===== config.mk =====
export PLATFORM = sky130hd
export DESIGN_NAME = sobel_stream
export DESIGN_NICKNAME = d
export VERILOG_FILES = /design/src/rtl/vga_pkg.sv /design/src/rtl/sobel_line_buffer.sv /design/src/rtl/sobel_stream.sv
export SDC_FILE = /design/constraint.sdc
export NUM_CORES = 1
export LEC_CHECK = 0
export BUFFER_PORTS_ARGS = -buffer_cell sky130_fd_sc_hd__buf_2
export CORE_UTILIZATION = 40
export CTS_CLUSTER_DIAMETER = 50
export DETAILED_ROUTE_END_ITERATION = 8
export HOLD_SLACK_MARGIN = 0.02
export REMOVE_ABC_BUFFERS = 1
export SLEW_MARGIN = 5
export SYNTH_ARGS = -nofsm -noshare
export SYNTH_HDL_FRONTEND = slang
export SYNTH_HIERARCHICAL = 1
export SYNTH_SLANG_ARGS = --single-unit

===== constraint.sdc =====
create_clock -name clk -period 5.5 [get_ports clk]
set_clock_uncertainty 0.2 [all_clocks]
set_input_delay 0.275 -clock clk [delete_from_list [all_inputs] [get_ports clk]]
set_output_delay 0.275 -clock clk [all_outputs]
set_load 0.005 [all_outputs]

===== src/rtl/vga_pkg.sv =====
// Shared frame-buffer geometry, pixel width and FSM state encodings for the VGA display path.
package vga_pkg;

  localparam int FB_ADDR_W = 13;
  localparam int FB_COL_W  = 7;
  localparam int FB_ROW_W  = 6;
  localparam int PIX_W     = 4;

  localparam logic [1:0] IDLE  = 2'd0;
  localparam logic [1:0] CLEAR = 2'd1;
  localparam logic [1:0] RUN   = 2'd2;
  localparam logic [1:0] DRAIN = 2'd3;

  // Weighted column/row sum a + 2b + c, widened so the later difference wraps to a valid 8-bit signed value.
  function automatic logic [7:0] wsum(input logic [PIX_W-1:0] a, input logic [PIX_W-1:0] b,
                                      input logic [PIX_W-1:0] c);
    return {4'b0, a} + {3'b0, b, 1'b0} + {4'b0, c};
  endfunction

  function automatic logic [7:0] abs8(input logic [7:0] v);
    return v[7] ? (~v + 8'd1) : v;
  endfunction

endpackage


===== src/rtl/sobel_line_buffer.sv =====
// One entry per column holding {row r-2, row r-1}; asynchronous read, synchronous write at the same column.
module sobel_line_buffer
  import vga_pkg::*;
#(
  parameter int DEPTH = 80,
  parameter int W     = 8
) (
  input  logic                clk,
  input  logic                we_i,
  input  logic [FB_COL_W-1:0] addr_i,
  input  logic [W-1:0]        wdata_i,
  output logic [W-1:0]        rdata_o
);

  logic [W-1:0] mem_q [DEPTH];

  always_ff @(posedge clk) begin
    if (we_i) mem_q[addr_i] <= wdata_i;
  end

  assign rdata_o = mem_q[addr_i];

endmodule


===== src/rtl/sobel_stream.sv =====
// Clears the frame buffer, then streams a raster frame through a 3x3 Sobel and writes interior edge magnitudes.
module sobel_stream
  import vga_pkg::*;
#(
  parameter int IMG_W = 80,
  parameter int IMG_H = 60,
  parameter int SHIFT = 2
) (
  input  logic                 clk,
  input  logic                 rst,
  input  logic                 start,
  input  logic                 in_valid,
  input  logic [PIX_W-1:0]     in_data,
  output logic                 in_ready,
  output logic                 wr_en,
  output logic [FB_ADDR_W-1:0] wr_addr,
  output logic [PIX_W-1:0]     wr_data,
  output logic                 busy,
  output logic                 done
);

  localparam logic [FB_COL_W-1:0] COL_LAST = FB_COL_W'(IMG_W - 1);
  localparam logic [FB_ROW_W-1:0] ROW_LAST = FB_ROW_W'(IMG_H - 1);

  logic [1:0]          state_q, state_d;
  logic [FB_COL_W-1:0] col_q, col_d;
  logic [FB_ROW_W-1:0] row_q, row_d;
  logic                drain_q, drain_d;
  logic                done_q, done_d;

  logic                accept;
  logic                col_end, frame_end;
  logic [7:0]          lb_rd;

  logic [PIX_W-1:0]     p_q [3][3];
  logic                 v0_q, s1_v_q, s2_v_q;
  logic [FB_ADDR_W-1:0] t0_addr_q, t1_addr_q, s2_addr_q;
  logic [7:0]           gx_q, gy_q;
  logic [PIX_W-1:0]     s2_data_q;
  logic [7:0]           mag, mag_sh;

  assign accept    = in_valid && (state_q == RUN);
  assign col_end   = (col_q == COL_LAST);
  assign frame_end = col_end && (row_q == ROW_LAST);

  sobel_line_buffer #(.DEPTH(IMG_W), .W(8)) u_lb (
    .clk    (clk),
    .we_i   (accept),
    .addr_i (col_q),
    .wdata_i({lb_rd[3:0], in_data}),
    .rdata_o(lb_rd)
  );

  // CLEAR and RUN share the raster counters; RUN advances them only on accepted pixels.
  always_comb begin
    state_d = state_q;
    col_d   = col_q;
    row_d   = row_q;
    drain_d = drain_q;
    done_d  = 1'b0;
    case (state_q)
      IDLE: begin
        if (start) begin
          state_d = CLEAR;
          col_d   = '0;
          row_d   = '0;
        end
      end
      CLEAR, RUN: begin
        if (state_q == CLEAR || accept) begin
          if (col_end) begin
            col_d = '0;
            row_d = frame_end ? '0 : row_q + FB_ROW_W'(1);
          end else begin
            col_d = col_q + FB_COL_W'(1);
          end
          if (frame_end) begin
            state_d = (state_q == CLEAR) ? RUN : DRAIN;
            drain_d = 1'b0;
          end
        end
      end
      DRAIN: begin
        if (drain_q) begin
          state_d = IDLE;
          done_d  = 1'b1;
          drain_d = 1'b0;
        end else begin
          drain_d = 1'b1;
        end
      end
      default: state_d = IDLE;
    endcase
  end

  always_ff @(posedge clk) begin
    if (rst) begin
      state_q <= IDLE;
      col_q   <= '0;
      row_q   <= '0;
      drain_q <= 1'b0;
      done_q  <= 1'b0;
    end else begin
      state_q <= state_d;
      col_q   <= col_d;
      row_q   <= row_d;
      drain_q <= drain_d;
      done_q  <= done_d;
    end
  end

  always_ff @(posedge clk) begin
    if (accept) begin
      for (int unsigned y = 0; y < 3; y++) begin
        p_q[y][0] <= p_q[y][1];
        p_q[y][1] <= p_q[y][2];
      end
      p_q[0][2] <= lb_rd[7:4];
      p_q[1][2] <= lb_rd[3:0];
      p_q[2][2] <= in_data;
      t0_addr_q <= {row_q - FB_ROW_W'(1), col_q - FB_COL_W'(1)};
    end
    gx_q      <= wsum(p_q[0][2], p_q[1][2], p_q[2][2]) - wsum(p_q[0][0], p_q[1][0], p_q[2][0]);
    gy_q      <= wsum(p_q[2][0], p_q[2][1], p_q[2][2]) - wsum(p_q[0][0], p_q[0][1], p_q[0][2]);
    t1_addr_q <= t0_addr_q;
  end

  assign mag    = abs8(gx_q) + abs8(gy_q);
  assign mag_sh = mag >> SHIFT;

  always_ff @(posedge clk) begin
    if (rst) begin
      v0_q      <= 1'b0;
      s1_v_q    <= 1'b0;
      s2_v_q    <= 1'b0;
      s2_addr_q <= '0;
      s2_data_q <= '0;
    end else begin
      v0_q   <= accept && (row_q >= FB_ROW_W'(2)) && (col_q >= FB_COL_W'(2));
      s1_v_q <= v0_q;
      s2_v_q <= s1_v_q;
      if (s1_v_q) begin
        s2_addr_q <= t1_addr_q;
        s2_data_q <= (mag_sh > 8'd15) ? 4'hF : mag_sh[3:0];
      end
    end
  end

  assign in_ready = (state_q == RUN);
  assign busy     = (state_q == CLEAR) || (state_q == RUN);
  assign done     = done_q;
  assign wr_en    = (state_q == CLEAR) || s2_v_q;
  assign wr_addr  = (state_q == CLEAR) ? {row_q, col_q} : s2_addr_q;
  assign wr_data  = (state_q == CLEAR) ? '0 : s2_data_q;

endmodule

Word level (Yosys, flattened, before mapping)
Memories as Yosys holds them, arrays and structs flattened. A register that Yosys moved wholly into a read port is not among the register bits.
Cells that the tools add are included.
Operators by class
  mux-type cells: 29
  order comparisons: 3
  equal/unequal tests: 10
  bitwise operators: 3
  reductions and logical operators: 16
  add/sub/neg operators: 17
Operators by type and width (count)
  7-bit two-way mux: 5
  6-bit by 4-bit adder with 7-bit output: 4
  4-bit by 5-bit adder with 6-bit output: 4
  6-bit two-way mux: 4
  8-bit by 1-bit adder with 8-bit output (second input constant): 2
  8-bit two-way mux: 2
  8-bit NOT: 2
  7-bit by 7-bit subtractor with 8-bit output: 2
  7-bit case mux with 2 select lines: 1
  13-bit two-way mux: 1
  6-bit case mux with 2 select lines: 1
  2-bit != test (second input constant): 5
  8-bit adder: 1
  2-bit two-way mux: 4
  4-bit two-way mux: 2
  4-bit AND reduction: 2
  7-bit by 1-bit adder with 7-bit output (second input constant): 1
  7-bit == test (second input constant): 1
  7-bit by 2-bit >= comparator with 1-bit output (second input constant): 1
  1-bit two-way mux: 7
  7-bit by 1-bit subtractor with 7-bit output (second input constant): 1
  6-bit by 1-bit adder with 6-bit output (second input constant): 1
  6-bit == test (second input constant): 1
  6-bit by 2-bit >= comparator with 1-bit output (second input constant): 1
  13 further kinds: 22
Storage, ports and cells
  logic and storage cells: 94
  output and inout bits: 21
  flip-flop bits (word level): 79
  RAM bits: 676
  memories: 2
Memory list
  u_lb.mem_q: depth 80, width 8, read ports 1, clocked after Yosys merged registers in 1, wr ports 1, line sobel_line_buffer.sv:15  | logic [W-1:0] mem_q [DEPTH];
  p_q: depth 3, width 12, read ports 3, clocked after Yosys merged registers in 0, wr ports 3, line sobel_stream.sv:35  | logic [PIX_W-1:0] p_q [3][3];

Logic depth before layout (Yosys ltp)
Gate-level depths: netlist of run 1.
  depth after elaboration: 7
  mapped depth: 14
  depth with buffers taken out: 14

Cells and area by module
Netlist of run 1, hierarchy kept.
Modules (own cells, without submodules)
  sobel_line_buffer: area each 25356.8 um^2, cells an instance 1444, seq. area each 19218.4 um^2, times used 1
  sobel_stream: area each 5755.5 um^2, cells an instance 507, seq. area each 2792.7 um^2, times used 1

Worst setup path after synthesis of run 1
No wires, ideal clock.
  path kind: flip-flop to flip-flop
  from: register, netlist name col_q[1]
  to: memory p_q[0][13] (netlist name) (data pin)
  data required time: 4611 ps
  setup slack: 531 ps
  data arrival time: 4080 ps
  stages on the path, launching flop included: 10
  library setup time: 689 ps
  cell sequence: dfxtp_1 buf_2 buf_4 buf_2 buf_2 a2111oi_0 nand3_1 nand2_1 a31oi_1 a31oi_1
RTL lines (line)
  end, declared: sobel_stream.sv:35

==> run_results.csv, run 1 <==
group,metric,value,unit
timing,finalMaxSlewViolations,0,
grt,grt_usage,20.2,%
clocking,cts_root_buffer,"clkbuf_16",
final_layout,syn_to_final_growth,13.2,%
timing,maxSlewHeadroom,20.9,%
setup_path,worstPathMaxFanout,45,
routing,met1_length,33400,um
setup_path,critPathSlowestCell,"a32oi_4",
placement,dp_cells,2953,
floorplan,start_util,40.7,%
clocking,clk_path_buf_depth,3,
floorplan,die_h,281,um
placement,portBuffers,28,
power,power_density,445,mW/mm^2
grt,grt_overflow,0,
routing,top_layer,"met4",
power,total_power,15.7,mW
final_layout,final_common_cell,"edfxtp_1",
logic_synthesis,synth_edf_count,689,
timing,final.period_utilization,81.3,%
clocking,cts_setup_buffers,0,
timing,hold_viol,0,
placement,dpl_worst_slack,1.13,ns
logic_synthesis,seq_area_frac_synth,70.7,%
timing,setup_violations,0,
floorplan,dieArea,0.0789,mm^2
final_layout,fin_cells,3111,
job,maxCapViolations,0,
logic_synthesis,syn_area_per_cell,15.9,um^2
power,power_frac_clock,35.7,%
logic_synthesis,yosys_warnings,6,
setup_path,crit_required,5.74,ns
power,p_int,11.2,mW
setup_path,path_cells,"nor2b_2 > a221oi_1 > o21ai_0 > a31oi_1 > a32oi_4 > buf_12",
clocking,cts_resized,0,
final_layout,nets,2084,
clocking,clk_pin_slew,0.06,ns
timing,worst_slack,1.03,ns
setup_path,reg2reg_depth,6,
routing,firstDrtPassIters,5,
placement,place_congestion,0.913,
routing,wl_met2,36700,um
routing,drc,0,
placement,dp_hpwl,49000,um
outcome,status,"completed",
clocking,cts_tree,"done",
floorplan,num_rows,101,
logic_synthesis,synth-seq-cells,755,
hold_path,hp-class,"input port to flop",
grt,first_global_vias,17600,
routing,vias_per_cell,5.73,
grt,grt_pass1_wl,117000,um
timing,fmax,224,MHz
setup_path,worstReg2RegStart,"col_q[2]$_SDFFE_PP0P_",
power,swShare,28.7,%
timing,period_needed,4.47,ns
setup_path,startpoint,"col_q[2]$_SDFFE_PP0P_",
routing,vias,17800,
setup_path,reg2reg_slack,1.03,ns
hold_path,hp-start,"start",
routing,finalWirelength,78900,um
floorplan,die_width,281,um
power,ir_drop,248,uV
final_layout,antennaDiodeCount,0,
setup_path,criticalPathCategory,"flop to flop",
final_layout,drive_gt1_share,15.4,%
clocking,cts_made_buffers,86,
logic_synthesis,synth_cell_types,82,
routing,route.met3.wl,6220,um
power,pwr-share-comb,20.2,%
power,switching_power,4.49,mW
routing,wl_per_cell,25.4,um
timing,rsz0062_at_grt,"no",
setup_path,cp_slowest_stage_delay,0.98,ns
routing,drtIter0Drc,1932,
clocking,clk-insertion-delay-late,0.65,ns
setup_path,endpoint,"u_lb/mem_q[38][6]$_DFFE_PP_",
floorplan,fp.coreArea,0.0765,mm^2
power,p_seq_share,44.1,%
setup_path,startpoint_type,"flop",
routing,postRouteAntennaNets,0,
grt,antenna_found_initial,0,
final_layout,design_area,0.0352,mm^2
clocking,cts.sinks,755,
logic_synthesis,async_flop_share,0,%
placement,place_area,0.0324,mm^2
logic_synthesis,synth_area,0.0311,mm^2
logic_synthesis,postSynthCellCount,1951,
setup_path,r2r-end,"u_lb/mem_q[38][6]$_DFFE_PP_",
clocking,cts.htree.levels,3,
timing,worst_pin_slew,1.19,ns
power,cellLeakagePower,11.3,nW
timing,holdWs,0.0868,ns
setup_path,endpoint_kind,"flop",
floorplan,pin_count,29,
final_layout,layout_common_cells,"edfxtp_1 (689), nor2_1 (157), mux2i_1 (137), clkbuf_16 (88), nand2_1 (85)",
logic_synthesis,synth_ff_type,"edfxtp_1",
setup_path,arrival,4.71,ns
grt,grt_max_degree,82,
layer usage:
metal  track usage (%)  vias to the layer above
met5                 0                        -
met4              7.01                        0
met3              3.87                      167
met2              31.7                      846
met1              28.0                     9116
li1                  -                     7689
through the flow:
stage | TNS [ns] | utilization, %
after floorplan | -3078.65 | -
after global placement | 0 | 42.4
after detailed placement | 0 | 42.4
after CTS | 0 | 46.0
after global routing | 0 | 46.0
final | 0 | 46.0
Yosys cell counts, drive strengths merged, types with 4 or more instances:
| library cell | n | share of area (%) |
|---|---|---|
| or3 | 5 | 0.10 |
| a21oi | 45 | 0.74 |
| a22oi | 46 | 1.1 |
| clkbuf | 30 | 0.36 |
| nand2 | 85 | 1.0 |
| nand3 | 39 | 0.63 |
| nand4 | 9 | 0.18 |
| inv | 84 | 1.0 |
| o21ai | 45 | 0.72 |
| nor2b | 19 | 0.39 |
| nor2 | 161 | 2.0 |
| a31oi | 12 | 0.24 |
| o2bb2ai | 4 | 0.11 |
| fa | 30 | 1.9 |
| a311oi | 7 | 0.20 |
| nand2b | 4 | 0.080 |
| o22a | 4 | 0.11 |
| a21o | 6 | 0.14 |
| o21bai | 4 | 0.097 |
| buf | 77 | 1.7 |
| nor3 | 11 | 0.18 |
| o221ai | 6 | 0.19 |
| xor2 | 16 | 0.45 |
| xnor2 | 20 | 0.56 |
| a211oi | 17 | 0.41 |
| o22ai | 7 | 0.14 |
| nor4 | 6 | 0.12 |
| edfxtp | 689 | 67 |
| o31ai | 6 | 0.16 |
| and2 | 8 | 0.16 |
| o41ai | 4 | 0.14 |
| dfxtp | 66 | 4.2 |
| mux2 | 40 | 1.5 |
| o211ai | 6 | 0.14 |
| a221oi | 71 | 2.1 |
| mux2i | 137 | 4.4 |
| and3 | 5 | 0.10 |
| mux4 | 42 | 3.0 |
| ha | 34 | 1.4 |
final cells by class:
cell class	instances	area, um^2
Multi-Input combinational cell	1004	8190
Inverter	85	319
Clock inverter	50	505
Sequential cell	755	22000
Fill cell	6543	41200
Timing Repair Buffer	80	608
Tap cell	1030	1290
Clock buffer	107	2270
worst max-delay path: cells and delay by family, from the launching register on:
family                 cells  cell delay, ns
AND/OR/NAND/NOR            1            0.88
flip-flops                 1            0.83
buffers and inverters      1            0.32
AO/OA/AOI/OAI              4            1.92
how the worst min path moves through the flow:
stage | endpoint | slack (ns) | depth (start not counted)
after floorplan | t1_addr_q[0]$_DFF_P_ | 0.12 | 0
after global placement | t1_addr_q[6]$_DFF_P_ | 0.12 | 0
after detailed placement | t1_addr_q[10]$_DFF_P_ | 0.13 | 0
after CTS | col_q[5]$_SDFFE_PP0P_ | 0.06 | 5
after global routing | col_q[5]$_SDFFE_PP0P_ | 0.11 | 5
final | col_q[5]$_SDFFE_PP0P_ | 0.09 | 5
repair_timing:
| action | 4_1_cts | 5_1_grt |
|---|---|---|
| endpoints found under the hold margin | 24 | 0 |
| hold buffers | 1 | 0 |
| endpoints found under the setup margin | 0 | 0 |
cells by family (layout without fill, tap and decap cells):
logic type               Yosys count  after routing  share of synthesized area, %
AND/OR/NAND/NOR                  370            370                          5.41
multiplexers                     219            219                          8.92
XOR/XNOR                          37             37                          1.09
AO/OA/AOI/OAI                    314            314                          7.42
buffers and inverters            192            322                          3.12
adder cells (fa/ha/maj)           64             64                          3.30
flip-flops                       755            755                          70.7
state kept, by name (all words and copies together) (netlist names):
name / cells
done: 1
s1_v_q: 1
gx_q: 8
t0_addr_q: 13
u_lb/mem_q: 640
drain_q: 1
col_q: 7
s2_data_q: 4
gy_q: 8
state_q: 2
p_q: 36
t1_addr_q: 13
s2_addr_q: 13
v0_q: 1
row_q: 6
s2_v_q: 1
power groups by stage:
stage	clock network [mW]	logic [mW]	registers (mW)
after floorplan	0	2.08	7.10
after global placement	0	3.07	7.02
after detailed placement	0	3.16	7.03
after CTS	5.68	3.17	6.91
after global routing	5.90	3.48	6.93
final	5.60	3.17	6.91
Power figures use the tool's default switching activity.
==> inputs of run 2 (changes only) <==
- clock period: 5.5 -> 4.63 ns (I/O delays scaled with it)
==> run 2 against run 1 <==
Net effect: combinational power increased by 19%; sequential power increased by 19%; count of clock-buffer cells in the layout decreased by 8; largest power group unchanged.
==> run_results.csv, run 2 (same netlist as run 1, synthesis figures left out) <==
group,metric,value,unit
outcome,status,"completed",
routing,postRouteAntennaNets,0,
final_layout,finalCoreUtilization,46.6,%
final_layout,drive_gt1_share,17.2,%
final_layout,nets,2126,
final_layout,layout_common_cells,"edfxtp_1 (689), nor2_1 (157), mux2i_1 (137), clkbuf_16 (87), buf_4 (87)",
timing,worst_pin_slew,1.11,ns
setup_path,startpoint_type,"flop",
power,p_int,13.6,mW
setup_path,criticalPathCategory,"flop to flop",
clocking,clk-insertion-delay-late,0.63,ns
setup_path,arrival,4.00,ns
final_layout,biggestRegsByFlops,"u_lb/mem_q x640, p_q x36",
routing,vias,17900,
timing,maxSlewHeadroom,25.5,%
clocking,cts_made_buffers,85,
floorplan,num_rows,101,
timing,setup_violations,0,
power,cellLeakagePower,11.6,nW
clocking,cts.sinks,755,
placement,dp_cells,2996,
final_layout,multi_input_area,0.00819,mm^2
routing,firstDrtPassIters,5,
timing,final.period_utilization,83.9,%
placement,portBuffers,28,
grt,first_global_vias,17900,
clocking,cts_root_buffer,"clkbuf_16",
clocking,clk_path_buf_depth,3,
power,switching_power,5.24,mW
grt,grt_usage,20.1,%
final_layout,fin_cells,3152,
floorplan,dieArea,0.0789,mm^2
floorplan,die_width,281,um
grt,antenna_found_initial,0,
final_layout,largest_reg_flops,640,
placement,dpl_worst_slack,0.810,ns
final_layout,fill_cells,6523,
job,maxCapViolations,0,
setup_path,r2r-end,"u_lb/mem_q[22][5]$_DFFE_PP_",
routing,drtIter0Drc,1848,
setup_path,reg2reg_slack,0.74,ns
placement,dp_hpwl,49000,um
grt,grt_overflow,0,
hold_path,hp-start,"in_data[2]",
routing,wl_per_cell,24.9,um
timing,worst_slack,0.743,ns
timing,fmax,257,MHz
clocking,clk_pin_slew,0.06,ns
grt,grt_max_degree,82,
floorplan,die_h,281,um
final_layout,register_area,0.0220,mm^2
final_layout,syn_to_final_growth,14.5,%
setup_path,reg2reg_depth,7,
power,swShare,27.9,%
clocking,cts_resized,0,
setup_path,crit_required,4.74,ns
timing,period_needed,3.89,ns
routing,drc,0,
timing,hold_viol,0,
setup_path,endpoint_kind,"flop",
timing,rsz0062_at_grt,"no",
power,p_seq_share,43.7,%
clocking,cts_tree,"done",
grt,grt_pass1_wl,117000,um
final_layout,regMostFlops,"u_lb/mem_q",
clocking,cts.htree.levels,3,
hold_path,hp-class,"input port to flop",
routing,vias_per_cell,5.67,
power,power_density,528,mW/mm^2
routing,finalWirelength,78500,um
hold_path,hold_path_end,"u_lb/mem_q[9][2]$_DFFE_PP_",
placement,place_congestion,0.873,
power,pwr-share-comb,20.1,%
hold_path,min_path_cells,1,
timing,finalMaxSlewViolations,0,
setup_path,worstReg2RegStart,"col_q[0]$_SDFFE_PP0P_",
power,power_frac_clock,36.3,%
final_layout,final_common_cell,"edfxtp_1",
floorplan,start_util,40.7,%
final_layout,antennaDiodeCount,0,
floorplan,pin_count,29,
power,ir_drop,281,uV
setup_path,worstPathMaxFanout,81,
floorplan,fp.coreArea,0.0765,mm^2
timing,finalSetupTns,0,ns
run 2: layout make-up:
cell class | count | share of cell area [%]
sequential | 755 | 61.8
multi-input combinational | 1004 | 23.0
clock buffer | 99 | 6.30
timing repair buffer | 123 | 2.65
tap | 1030 | 3.62
inverter | 85 | 0.896
clock inverter | 56 | 1.72
run 2: metal layers:
metal | track usage [%] | routed length (um) | vias up
met1 | 28.6 | 33800 | 9176
met2 | 31.4 | 36300 | 816
met3 | 3.68 | 6480 | 113
met4 | 5.80 | 1900 | 0
li1 | - | - | 7779
met5 | 0 | 0 | -
run 2: critical path, cell delays in order, from the launching register on:
cell and delay, ns:
dfxtp_4 0.85, buf_12 0.30, mux4_2 0.57, mux2i_1 0.30, nor4_1 0.08, a311oi_1 0.74
a31oi_4 0.16, buf_12 0.24
run 2: stage by stage:
stage | total power, mW | hold WS, ns | area (um^2)
2_1_floorplan | 10.9 | 0.101 | 30500
3_3_place_gp | 12.0 | 0.124 | 32800
3_5_place_dp | 12.1 | 0.127 | 32800
4_1_cts | 18.9 | 0.0203 | 35600
5_1_grt | 19.6 | 0.0627 | 35600
6_report | 18.8 | 0.0509 | 35600
run 2: repair_timing:
action,in CTS,in global routing
endpoints found under the hold margin,24,0
buffers inserted,0,0
hold buffers,1,0
setup endpoints to repair,0,0
run 2: power by group through the flow:
stage	registers [mW]	logic [mW]	clock network, mW
CTS	8.21	3.80	6.94
global route	8.23	4.17	7.19
global placement	8.34	3.69	0
finish	8.21	3.77	6.82
detailed placement	8.35	3.77	0
floorplan	8.44	2.47	0
run 2: worst max path at each step:
stage	end	slack, ns	startpoint	depth (start not counted)
after floorplan	p_q[0][14]$_DFFE_PP_	-5.88	col_q[2]$_SDFFE_PP0P_	5
after global placement	u_lb/mem_q[17][5]$_DFFE_PP_	0.84	col_q[0]$_SDFFE_PP0P_	7
after detailed placement	u_lb/mem_q[25][5]$_DFFE_PP_	0.81	col_q[0]$_SDFFE_PP0P_	7
after CTS	u_lb/mem_q[22][5]$_DFFE_PP_	0.81	col_q[0]$_SDFFE_PP0P_	7
after global routing	u_lb/mem_q[3][7]$_DFFE_PP_	0.68	col_q[0]$_SDFFE_PP0P_	9
final	u_lb/mem_q[22][5]$_DFFE_PP_	0.74	col_q[0]$_SDFFE_PP0P_	7
==> inputs of run 3 (changes only) <==
- ABC_AREA: unset -> 1
- clock period: 4.63 -> 3.8 ns (I/O delays scaled with it)
==> run 3 against run 2 <==
Net effect: power increased by 7.5%; die area is 6.5% higher; sequential share of layout area down 4.1 points; clock power increased by 23%; register-to-register slack lost 0.31 ns; combinational power decreased by 33%; global-route usage is 1.0 points lower; critical path depth rose by 9; critical path type unchanged; highest routed layer is now met5.
==> run_results.csv, run 3 <==
group,metric,value,unit
timing,maxSlewHeadroom,29.2,%
final_layout,antennaDiodeCount,0,
floorplan,start_util,40.4,%
timing,finalSetupTns,0,ns
final_layout,layout_common_cells,"nand2_1 (1166), edfxtp_1 (689), nor2_1 (351), inv_1 (270), nand3_1 (130)",
logic_synthesis,synth-seq-cells,755,
grt,grt_overflow,0,
job,maxCapViolations,0,
routing,firstDrtPassIters,6,
final_layout,largest_reg_flops,640,
clocking,cts_setup_buffers,0,
timing,holdWs,0.0516,ns
routing,wl_per_cell,17.7,um
logic_synthesis,synth_cell_types,47,
logic_synthesis,syn_area_per_cell,10.4,um^2
routing,postRouteAntennaNets,0,
grt,grt_usage,19.1,%
final_layout,fin_cells,4464,
setup_path,arrival,3.69,ns
logic_synthesis,seq_area_frac_synth,66.4,%
floorplan,dieArea,0.0840,mm^2
floorplan,pin_count,29,
final_layout,syn_to_final_growth,15.0,%
power,power_density,530,mW/mm^2
power,ir_drop,365,uV
clocking,clk_pin_slew,0.06,ns
final_layout,finalCoreUtilization,46.5,%
setup_path,worstPathMaxFanout,3,
grt,grt_max_degree,82,
routing,drtIter0Drc,1717,
placement,dp_cells,4302,
routing,finalWirelength,79100,um
timing,fmax,297,MHz
routing,drc,0,
floorplan,num_rows,105,
placement,place_congestion,0.865,
final_layout,final_common_cell,"nand2_1",
setup_path,criticalPathCategory,"flop to flop",
timing,period_needed,3.36,ns
timing,finalMaxSlewViolations,0,
timing,hold_viol,0,
final_layout,biggestRegsByFlops,"u_lb/mem_q x640, p_q x36",
placement,dp_hpwl,49100,um
timing,worst_pin_slew,1.06,ns
placement,dpl_worst_slack,0.401,ns
timing,rsz0062_at_grt,"no",
final_layout,register_area,0.0220,mm^2
logic_synthesis,postSynthCellCount,3192,
clocking,cts.htree.levels,3,
routing,vias_per_cell,4.89,
logic_synthesis,yosys_warnings,6,
clocking,clk-insertion-delay-late,0.66,ns
final_layout,regMostFlops,"u_lb/mem_q",
logic_synthesis,yosys.area.top_type,"edfxtp_1",
timing,final.period_utilization,88.5,%
power,cellLeakagePower,15.4,nW
clocking,cts_made_buffers,88,
setup_path,startpoint_type,"flop",
final_layout,multi_input_area,0.00941,mm^2
grt,grt_pass1_wl,124000,um
clocking,clk_path_buf_depth,3,
timing,setup_violations,0,
logic_synthesis,async_flop_share,0,%
logic_synthesis,synth_ff_type,"edfxtp_1",
placement,portBuffers,28,
clocking,cts.sinks,755,
final_layout,drive_gt1_share,11.1,%
clocking,cts_tree,"done",
clocking,cts_root_buffer,"clkbuf_16",
logic_synthesis,synthTopCellsByCount,"nand2_1 (1166), edfxtp_1 (689), nor2_1 (351)",
timing,worst_slack,0.435,ns
grt,antenna_found_initial,1,
logic_synthesis,synth_edf_count,689,
floorplan,die_width,290,um
outcome,status,"completed",
logic_synthesis,synth_area,0.0331,mm^2
setup_path,crit_required,4.13,ns
hold_path,hp-class,"input port to flop",
logic_synthesis,synthDominantCellAreaShare,62.4,%
final_layout,nets,3396,
setup_path,endpoint_kind,"flop",
routing,vias,21800,
final_layout,fill_cells,7566,
logic_synthesis,synth_most_common_cell,"nand2_1",
logic_synthesis,netlist_top_cells_area,"edfxtp_1 (62%), nand2_1 (13%), dfxtp_1 (4.0%), nor2_1 (4.0%), inv_1 (3.1%)",
floorplan,fp.coreArea,0.0820,mm^2
floorplan,die_h,290,um
grt,first_global_vias,21300,
[run 3: area by class of cell]
cell class,instances,area share (%)
inverters,281,2.81
flip-flops and latches,755,57.8
multi-input cells,2034,24.7
repair buffers,164,3.64
clock inverters,44,1.31
well taps,1070,3.51
clock buffers,116,6.27
[run 3: stage by stage]
stage	total power, mW	area, um^2
6_report	20.2	38100
5_1_grt	21.0	38100
4_1_cts	20.4	38100
3_5_place_dp	12.0	35200
3_3_place_gp	12.0	35200
2_1_floorplan	11.3	32400
[run 3: critical path, stage by stage, from the launching register on]
cell and delay [ns]:
edfxtp_1 0.39, inv_1 0.08, fa_1 0.51, inv_1 0.05
fa_1 0.35, inv_1 0.08, fa_1 0.42, inv_1 0.07
ha_1 0.13, inv_1 0.06, fa_1 0.46, inv_1 0.07
a21oi_1 0.05, nor2_1 0.12, nor2_1 0.05, nor2_1 0.12
nor2_1 0.05
[run 3: metal layers]
layer  vias up  global-route usage (%)  wire (um)
li1      10700                       -          -
met1     10500                    25.7      34800
met2       563                    31.4      37700
met3       139                    3.18       4320
met4         2                    6.23       2220
met5         -                       0         13
[run 3: final timing paths]
| kind | startpoint | end | slack, ns | cells past startpoint |
|---|---|---|---|---|
| max | p_q[0][24]$_DFFE_PP_ | gy_q[5]$_DFF_P_ | 0.44 | 16 |
| min | in_data[1] | u_lb/mem_q[17][1]$_DFFE_PP_ | 0.05 | 1 |
| max reg2reg | p_q[0][24]$_DFFE_PP_ | gy_q[5]$_DFF_P_ | 0.44 | 16 |
| min reg2reg | t0_addr_q[4]$_DFFE_PP_ | t1_addr_q[4]$_DFF_P_ | 0.13 | 0 |
[run 3: power breakdown]
part           switching, mW  internal, mW  total [mW]  leakage [nW]
Clock                   3.36          5.01        8.37          1.40
Combinational           1.79         0.727        2.52          7.32
Sequential            0.0459          9.27        9.31          6.73
[run 3: logic make-up (layout without fill, tap and decap cells)]
group | Yosys count | in the layout | synth area share [%]
adder cells (fa/ha/maj) | 64 | 64 | 3.10
buffers and inverters | 403 | 605 | 5.33
AND/OR/NAND/NOR | 1750 | 1750 | 21.3
AO/OA/AOI/OAI | 194 | 194 | 3.19
flip-flops | 755 | 755 | 66.4
XOR/XNOR | 26 | 26 | 0.687
[run 3: timing repair]
action,CTS,global route
endpoints found under the hold margin,21,0
hold buffers,2,0
resized for setup,0,0
